File: src/rtl/seg_scan_ctrl.sv
// Scan controller for a multiplexed 7-segment display.
// Digits are lit one at a time, with a blanking gap before each. New data is committed only at a frame boundary.
module seg_scan_ctrl #(
    parameter int NUM_DIGITS   = 4,
    parameter int REFRESH_DIV  = 1000,
    parameter int BLANK_CYCLES = 16
) (
    input  logic                    clk,
    input  logic                    rst,
    input  logic                    load_valid,
    output logic                    load_ready,
    input  logic [4*NUM_DIGITS-1:0] load_data,
    input  logic                    lz_blank,
    output logic [3:0]              value,
    output logic                    blank,
    output logic [NUM_DIGITS-1:0]   digit_sel_n,
    output logic                    frame_done
);
    localparam int CMAX = (REFRESH_DIV > BLANK_CYCLES) ? REFRESH_DIV : BLANK_CYCLES;
    localparam int CW   = (CMAX > 1) ? $clog2(CMAX) : 1;
    localparam int IW   = (NUM_DIGITS > 1) ? $clog2(NUM_DIGITS) : 1;

    typedef enum logic {ST_BLANK, ST_SHOW} state_t;

    state_t                  state_q, state_d;
    logic [IW-1:0]           idx_q, idx_d;
    logic [CW-1:0]           cnt_q, cnt_d;
    logic [4*NUM_DIGITS-1:0] active_q, active_d;
    logic [4*NUM_DIGITS-1:0] shadow_q, shadow_d;
    logic                    pending_q, pending_d;
    logic [3:0]              value_q, value_d;
    logic                    blank_q, blank_d;
    logic [NUM_DIGITS-1:0]   sel_n_q, sel_n_d;
    logic                    frame_done_q, frame_done_d;
    logic                    frame_end;
    logic                    upper_nz;

    assign load_ready  = !pending_q && !rst;
    assign value       = value_q;
    assign blank       = blank_q;
    assign digit_sel_n = sel_n_q;
    assign frame_done  = frame_done_q;

    always_comb begin
        state_d   = state_q;
        idx_d     = idx_q;
        cnt_d     = cnt_q;
        active_d  = active_q;
        shadow_d  = shadow_q;
        pending_d = pending_q;
        frame_end = 1'b0;
        upper_nz  = 1'b0;
        sel_n_d   = '1;
        value_d   = 4'd0;
        blank_d   = 1'b1;

        case (state_q)
            ST_BLANK: begin
                if (cnt_q == CW'(BLANK_CYCLES - 1)) begin
                    state_d = ST_SHOW;
                    cnt_d   = '0;
                end else begin
                    cnt_d = cnt_q + 1'b1;
                end
            end
            default: begin
                if (cnt_q == CW'(REFRESH_DIV - 1)) begin
                    state_d = ST_BLANK;
                    cnt_d   = '0;
                    if (idx_q == IW'(NUM_DIGITS - 1)) begin
                        idx_d     = '0;
                        frame_end = 1'b1;
                    end else begin
                        idx_d = idx_q + 1'b1;
                    end
                end else begin
                    cnt_d = cnt_q + 1'b1;
                end
            end
        endcase

        // Commit before accept: ready is low whenever pending is set, so both never coincide.
        if (frame_end && pending_q) begin
            active_d  = shadow_q;
            pending_d = 1'b0;
        end
        if (load_valid && load_ready) begin
            shadow_d  = load_data;
            pending_d = 1'b1;
        end

        // Outputs are computed from next state so they line up with the registered state.
        if (state_d == ST_SHOW) begin
            for (int i = 0; i < NUM_DIGITS; i++) begin
                if (idx_d == IW'(i)) begin
                    sel_n_d[i] = 1'b0;
                    value_d    = active_d[4*i +: 4];
                end
                if (IW'(i) >= idx_d && active_d[4*i +: 4] != 4'd0)
                    upper_nz = 1'b1;
            end
            blank_d = (value_d > 4'd9) || (lz_blank && idx_d != '0 && !upper_nz);
        end
        frame_done_d = frame_end;
    end

    always_ff @(posedge clk) begin
        if (rst) begin
            state_q      <= ST_BLANK;
            idx_q        <= '0;
            cnt_q        <= '0;
            active_q     <= '0;
            shadow_q     <= '0;
            pending_q    <= 1'b0;
            value_q      <= 4'd0;
            blank_q      <= 1'b1;
            sel_n_q      <= '1;
            frame_done_q <= 1'b0;
        end else begin
            state_q      <= state_d;
            idx_q        <= idx_d;
            cnt_q        <= cnt_d;
            active_q     <= active_d;
            shadow_q     <= shadow_d;
            pending_q    <= pending_d;
            value_q      <= value_d;
            blank_q      <= blank_d;
            sel_n_q      <= sel_n_d;
            frame_done_q <= frame_done_d;
        end
    end
endmodule
File: config.mk
export PLATFORM = sky130hd
export DESIGN_NAME = seg_scan_ctrl
export DESIGN_NICKNAME = d
export VERILOG_FILES = /design/src/rtl/seg_scan_ctrl.sv
export SDC_FILE = /design/constraint.sdc
export NUM_CORES = 1
export LEC_CHECK = 0
export ABC_AREA = 0
export BUFFER_PORTS_ARGS = -buffer_cell sky130_fd_sc_hd__buf_2
export CORE_AREA = 10 10 92 94
export DETAILED_ROUTE_END_ITERATION = 12
export DIE_AREA = 0 0 102 104
export MAX_ROUTING_LAYER = met4
export PLACE_DENSITY_LB_ADDON = 0.25
export SLEW_MARGIN = 25
export SYNTH_ARGS = -nofsm -noshare
export SYNTH_HDL_FRONTEND = slang
export SYNTH_SLANG_ARGS = --single-unit
File: constraint.sdc
create_clock -name clk -period 3.4 [get_ports clk]
set_clock_uncertainty 0.15 [all_clocks]
set_input_delay 0.17 -clock clk [delete_from_list [all_inputs] [get_ports clk]]
set_output_delay 0.17 -clock clk [all_outputs]
set_load 0.03 [all_outputs]
After elaboration in Yosys (flattened, before gate mapping)
Index checks and enable logic that the tools add are counted.

operators by class
  add/subtract/negate cells = 2
  $lt $le $gt $ge = 5
  equal/unequal tests = 6
  multiplexer cells = 29
  bitwise gates (word level) = 1
  reductions and logical operators = 21

operator list
  kind                                                                   number
  10-bit two-way mux                                                     3
  4-bit two-way mux                                                      5
  1-bit two-way mux                                                      17
  16-bit two-way mux                                                     1
  4-bit nonzero test                                                     4
  10-bit by 1-bit adder with 10-bit output (second input constant)       1
  10-bit == test (second input constant)                                 1
  10-bit by 4-bit == test with 1-bit output (second input constant)      1
  1-bit logical AND                                                      9
  2-bit == test (second input constant)                                  3
  2-bit two-way mux                                                      3
  1-bit by 2-bit >= comparator with 1-bit output (first input constant)  2
  2-bit >= comparator (first input constant)                             2
  4-bit greater-than comparator (second input constant)                  1
  2-bit nonzero test                                                     2
  1-bit logical NOT                                                      3
  2-bit by 1-bit adder with 2-bit output (second input constant)         1
  2-bit by 1-bit == test with 1-bit output (second input constant)       1
  2-bit logical NOT                                                      1
  2-bit OR reduction                                                     1
  1-bit logical OR                                                       1
  1-bit NOT                                                              1

storage, ports and cells
  bits in registers = 56
  input port bits = 20
  logic and storage cells = 74

Logic depth before layout (Yosys ltp)
  depth in word-level cells = 16
  gate-level depth with buffers = 10
  depth with buffers taken out = 8

Worst setup path before layout
OpenSTA, ideal clock, no wires.

  path kind = reg-to-reg
  start = register idx_q[0]
  end = register blank_q (netlist: blank)
  setup time = 0.122 ns
  data arrival time = 2.277 ns
  data required time = 3.128 ns
  path slack = 0.851 ns
  stages on the path, launching flop included = 8
  buffers on the path = 0
  clock period less this slack = 2.549 ns
  cell sequence = dfxtp_1 > ha_1 > or4b_4 > or4_4 > nand2_4 > o21ai_2 > or3b_1 > a311o_1

between the ends
  word-level cells in the longest chain between the ends = 16

RTL lines
  item                                                                    line  text
  start, declared                                                         26    logic [IW-1:0] idx_q, idx_d;
  start signal, assigned                                                  121   idx_q <= idx_d;
  branches (longest 15 deep; another with 4-bit greater-than comparator)  n/a
  1-bit logical OR (*)                                                    102   blank_d = (value_d > 4'd9) || (lz_blank && idx_d != '0 && !upper_nz);
  end signal, assigned                                                    127   blank_q <= blank_d;
  end, declared                                                           32    logic blank_q, blank_d;

Every way passes the cells marked *. The select of a mux whose other input is x is not followed.
A chain may end at the register's enable or synchronous reset.

Worst setup path after layout
  start = register cnt_q[5]
  end = register blank_q (netlist: blank)

between the ends
  word-level cells in the longest chain between the ends = 15

RTL lines
  item                                                                    line  text
  start, declared                                                         27    logic [CW-1:0] cnt_q, cnt_d;
  start signal, assigned                                                  122   cnt_q <= cnt_d;
  branches (longest 15 deep; another with 4-bit greater-than comparator)  n/a

Several ways; the timed one is not identified. The select of a mux whose other input is x is not followed.

==> results.env <==
SETUP_SLACK_NS=0.445
MAXIMUM_NUMBER_OF_PINS_ON_ONE_NET_BEFORE_GLOBAL_ROUTE_REPAIR=41
SYNTH_TOP_FAMILY_BY_AREA='simple AND/OR/NAND/NOR gates'
PLACE_CONGESTION=0.859
CLKTRANSATPATHREGS_NS=0.10
WORST-R2R-CELL-COUNT=7
LIBRARY_CELL_WITH_THE_HIGHEST_INSTANCE_COUNT_AFTER_SYNTHESIS='sky130_fd_sc_hd__nand2_1'
SLEW_HEADROOM_PCT=43.0
WORSTSETUPPATHTYPE='reg -> reg'
NATURE_OF_THE_CRITICAL_PATH_ENDPOINT='register'
NUMBER_OF_FILLER_CELLS_PLACED_IN_THE_LAYOUT=663
WORST_EP_REQUIRED_TIME_NS=3.44
POST_DRT_VIA_CELL_RATIO=5.04
PLACED_AREA_SQ_UM=2620
CORE-AREA_SQ_UM=6680
SYNTHDISTINCTLIBCELLS=48
FINAL-MAX-SLEW-VIOLATION-COUNT=0
GRT_UTIL_MET2_PCT=16.2
PORT-BUFFER-COUNT=30
SYNTH_TOP_CELLS_BY_AREA='sky130_fd_sc_hd__dfxtp_1 (46%), sky130_fd_sc_hd__nand2_1 (10%), sky130_fd_sc_hd__o21ai_0 (4.7%)'
POSTSYNTHCELLCOUNT=294
GLOBAL_ROUTE.USAGE.TOTAL_PCT=11.3
TIMING.FINAL.HOLD_VIOLATIONS=0
WORSTPATHARRIVAL_NS=3.00
SYN-MEAN-INSTANCE-AREA_SQ_UM=8.29
ROUTED_WIRE_LENGTH_PER_INSTANCE_UM=13.7
DP_WORST_SETUP_SLACK_NS=0.499
STATUS='finished clean'
LAYOUT.CELL_AREA.NON_FILLER_SQ_UM=2910
GRT.BUSIEST_LAYER='met2'
WORST_SLEW_PIN_SLEW_NS=0.854
CTS_MAX_PATH_BUFS=2
GLOBAL_ROUTE.OVERFLOW_TOTAL=0
POWER_DENSITY_nW_PER_UM2=415
DIE_W_UM=102
SYN_TO_FINAL_GROWTH_PCT=19.3
FINALWORSTPATHREQUIREDPERIOD_NS=2.96
SYNTH.LARGEST_AREA_CELL='sky130_fd_sc_hd__dfxtp_1'
INITIAL_CORE_UTIL_PCT=36.5
WIRELENGTH_MM=5.71
NETS=356
HOLD_PATH.CLASS='in -> reg'
DR.FIRST_ITER.DRC_COUNT=129
HP-START='rst'
MIN_PERIOD_OVER_PERIOD_PCT=86.9
MAXCLOCKFREQUENCY_MHz=338
BOUNDARYPINS=31
ANTENNA_LEFT=0
CHIPHEIGHT_UM=104
CTS_TREE='yes'
NETLIST_TOP_CELLS_COUNT='sky130_fd_sc_hd__nand2_1 (66), sky130_fd_sc_hd__dfxtp_1 (56), sky130_fd_sc_hd__o21ai_0 (23), sky130_fd_sc_hd__a21oi_1 (21), sky130_fd_sc_hd__nor2_1 (18)'
VDD.IR_DROP.WORST_mV=0.190
CTS_SINKS=56
CRITICAL_PATH.CELL_CHAIN='nand4_1 > o31a_1 > nor2_1 > mux2i_1 > a221o_2 > nand2_1 > a311o_1'
FIRST_PASS_ITERS=4
POST-DP-HPWL_MM=4.08
GLOBAL_ROUTE_MET1_UTILIZATION_PCT=15.4
DIE_AREA_SQ_UM=10600
CRITICAL_PATH_PEAK_FANOUT=11
ANTENNA_CELLS=0
FIRST_PASS_GRT_WIRE_LENGTH_MM=9.81
YOSYS.AREA_SHARE.SIMPLE_PCT=28.7
DRIVE_ABOVE_1_SHARE_PCT=14.9
SYNTH_AREA_SQ_UM=2440
POST-SYNTH-TOP-AREA-FRACTION_PCT=46.0
SYNTH-SEQ-CELLS=56
P_LEAK_uW=0.00112
COMPOUND_GATE_PORTION_OF_THE_SYNTHESIZED_AREA_PCT=15.3
POST_SYNTH_MUX_AREA_SHARE_PCT=2.47
MAX_CAP_VIOL_COUNT=0
CP-START-KIND='register'
YS_DOMINANT_REG_CELL='sky130_fd_sc_hd__dfxtp_1'
VIA_COUNT=2090
SYNTH.YOSYS.SEQ_AREA_SHARE_PCT=46.0
SLOWEST_STAGE='sky130_fd_sc_hd__nor2_1'
ROW_COUNT=30
POSTSYNTHNETCOUNT=316
SYNTH_ADDER_AREA_SHARE_PCT=1.03
TIMING.HOLD.WORST_PATH_DEPTH=2
CTS-HTREE-LEVELS=2
CLOCK_ROOT_BUFFER='sky130_fd_sc_hd__clkbuf_8'
GRTUSAGEMET3_PCT=2.52
YOSYS_WARNINGS=0
COUNT_OF_FLIP_FLOPS_WITH_A_BUILT_IN_ENABLE_AFTER_SYNTHESIS=0
GRT_SETUP_UNREPAIRED='no'
SYNTH-XOR-AREA-SHARE_PCT=2.16
SETUP_VIOLATORS_FINAL=0
DRT_DRC_VIOLATIONS_LEFT=0
CTS-BUFFERS-INSERTED=5
GRT_ANTENNA_BEFORE_REPAIR=0
CLOCK_INSERTION_DELAY_WORST_SKEW_NS=0.31
CRIT-REG2REG-LAUNCH='cnt_q[5]$_SDFF_PP0_'
FIN_SETUP_TNS_NS=0
STARTPOINT='cnt_q[5]$_SDFF_PP0_'
FIRST_GLOBAL_VIAS=2039
ASYNC_RESET_FF_SHARE_PCT=0
CPPEAKSTAGEDELAY_NS=0.61
where the power goes:
part	total [uW]	leakage, uW	internal (uW)	switching [uW]
clock network	451	0.0000614	241	210
registers	688	0.000455	673	15.8
logic	66.8	0.000602	36.3	30.5
total	1210	0.00112	950	256
cell usage in the layout (no fill, tap or decap), drive strengths merged, types with 5 or more instances in the layout:
cell type,n
nand2,67
nor4,5
nor2,18
buf,33
dlygate4sd3,17
a21oi,21
o21ai,24
clkbuf,6
mux2i,6
dfxtp,56
nand2b,17
and3,5
nand3,10
sequential cells by signal, summed over array words and instances (netlist names), 2 cells and up:
signal,count
active_q,16
cnt_q,10
value,4
idx_q,2
shadow_q,16
digit_sel_n,4
logic make-up after synthesis:
logic type	after synthesis
mux	6
buf+inv	20
compound gates	62
flops	56
simple gates	142
fa+ha+maj	2
xor+xnor	6
path summary, 6_finish.rpt:
| check | endpoint | slack, ns |
|---|---|---|
| setup / recovery | blank$_SDFF_PP1_ | 0.44 |
| hold / removal | active_q[7]$_SDFF_PP0_ | 0.22 |
| setup reg to reg | blank$_SDFF_PP1_ | 0.44 |
| hold reg to reg | cnt_q[0]$_SDFF_PP0_ | 0.29 |
critical path, delay by kind of cell, from the launching register on:
family,cells,cell delay (ns)
compound gates,3,0.96
flops,1,0.43
mux,1,0.27
simple gates,3,1.04
layout make-up:
cell class | instances | area, sq um | area share [%]
sequential | 56 | 1120 | 38.6
timing repair buffer | 50 | 343 | 11.8
clock buffer | 6 | 82.6 | 2.84
inverter | 3 | 11.3 | 0.387
multi-input combinational | 218 | 1210 | 41.6
tap | 80 | 100 | 3.44
clock inverter | 2 | 38.8 | 1.33
routing by layer:
metal  routed length (um)  up-vias
met5                    0        -
met4                   58        0
met3                  186        7
met2                 2440       49
met1                 3030      945
li1                     -     1089
per-stage QoR:
stage               utilization [%]  cells  total power, uW  hold slack, ns
CTS                            43.5    415             1220           0.212
global placement               39.1    390              755           0.212
finish                         43.5    415             1210           0.225
global route                   43.5    415             1260           0.238
floorplan                         -    294              733           0.129
detailed placement             39.1    390              756           0.218
repair_timing:
action,4_1_cts,5_1_grt
resized for setup,0,0
hold buffers,17,0
endpoints found under the hold margin,17,0
endpoints found under the setup margin,0,0
buffers inserted,0,0
No activity file was read; power rests on OpenSTA's default activity.
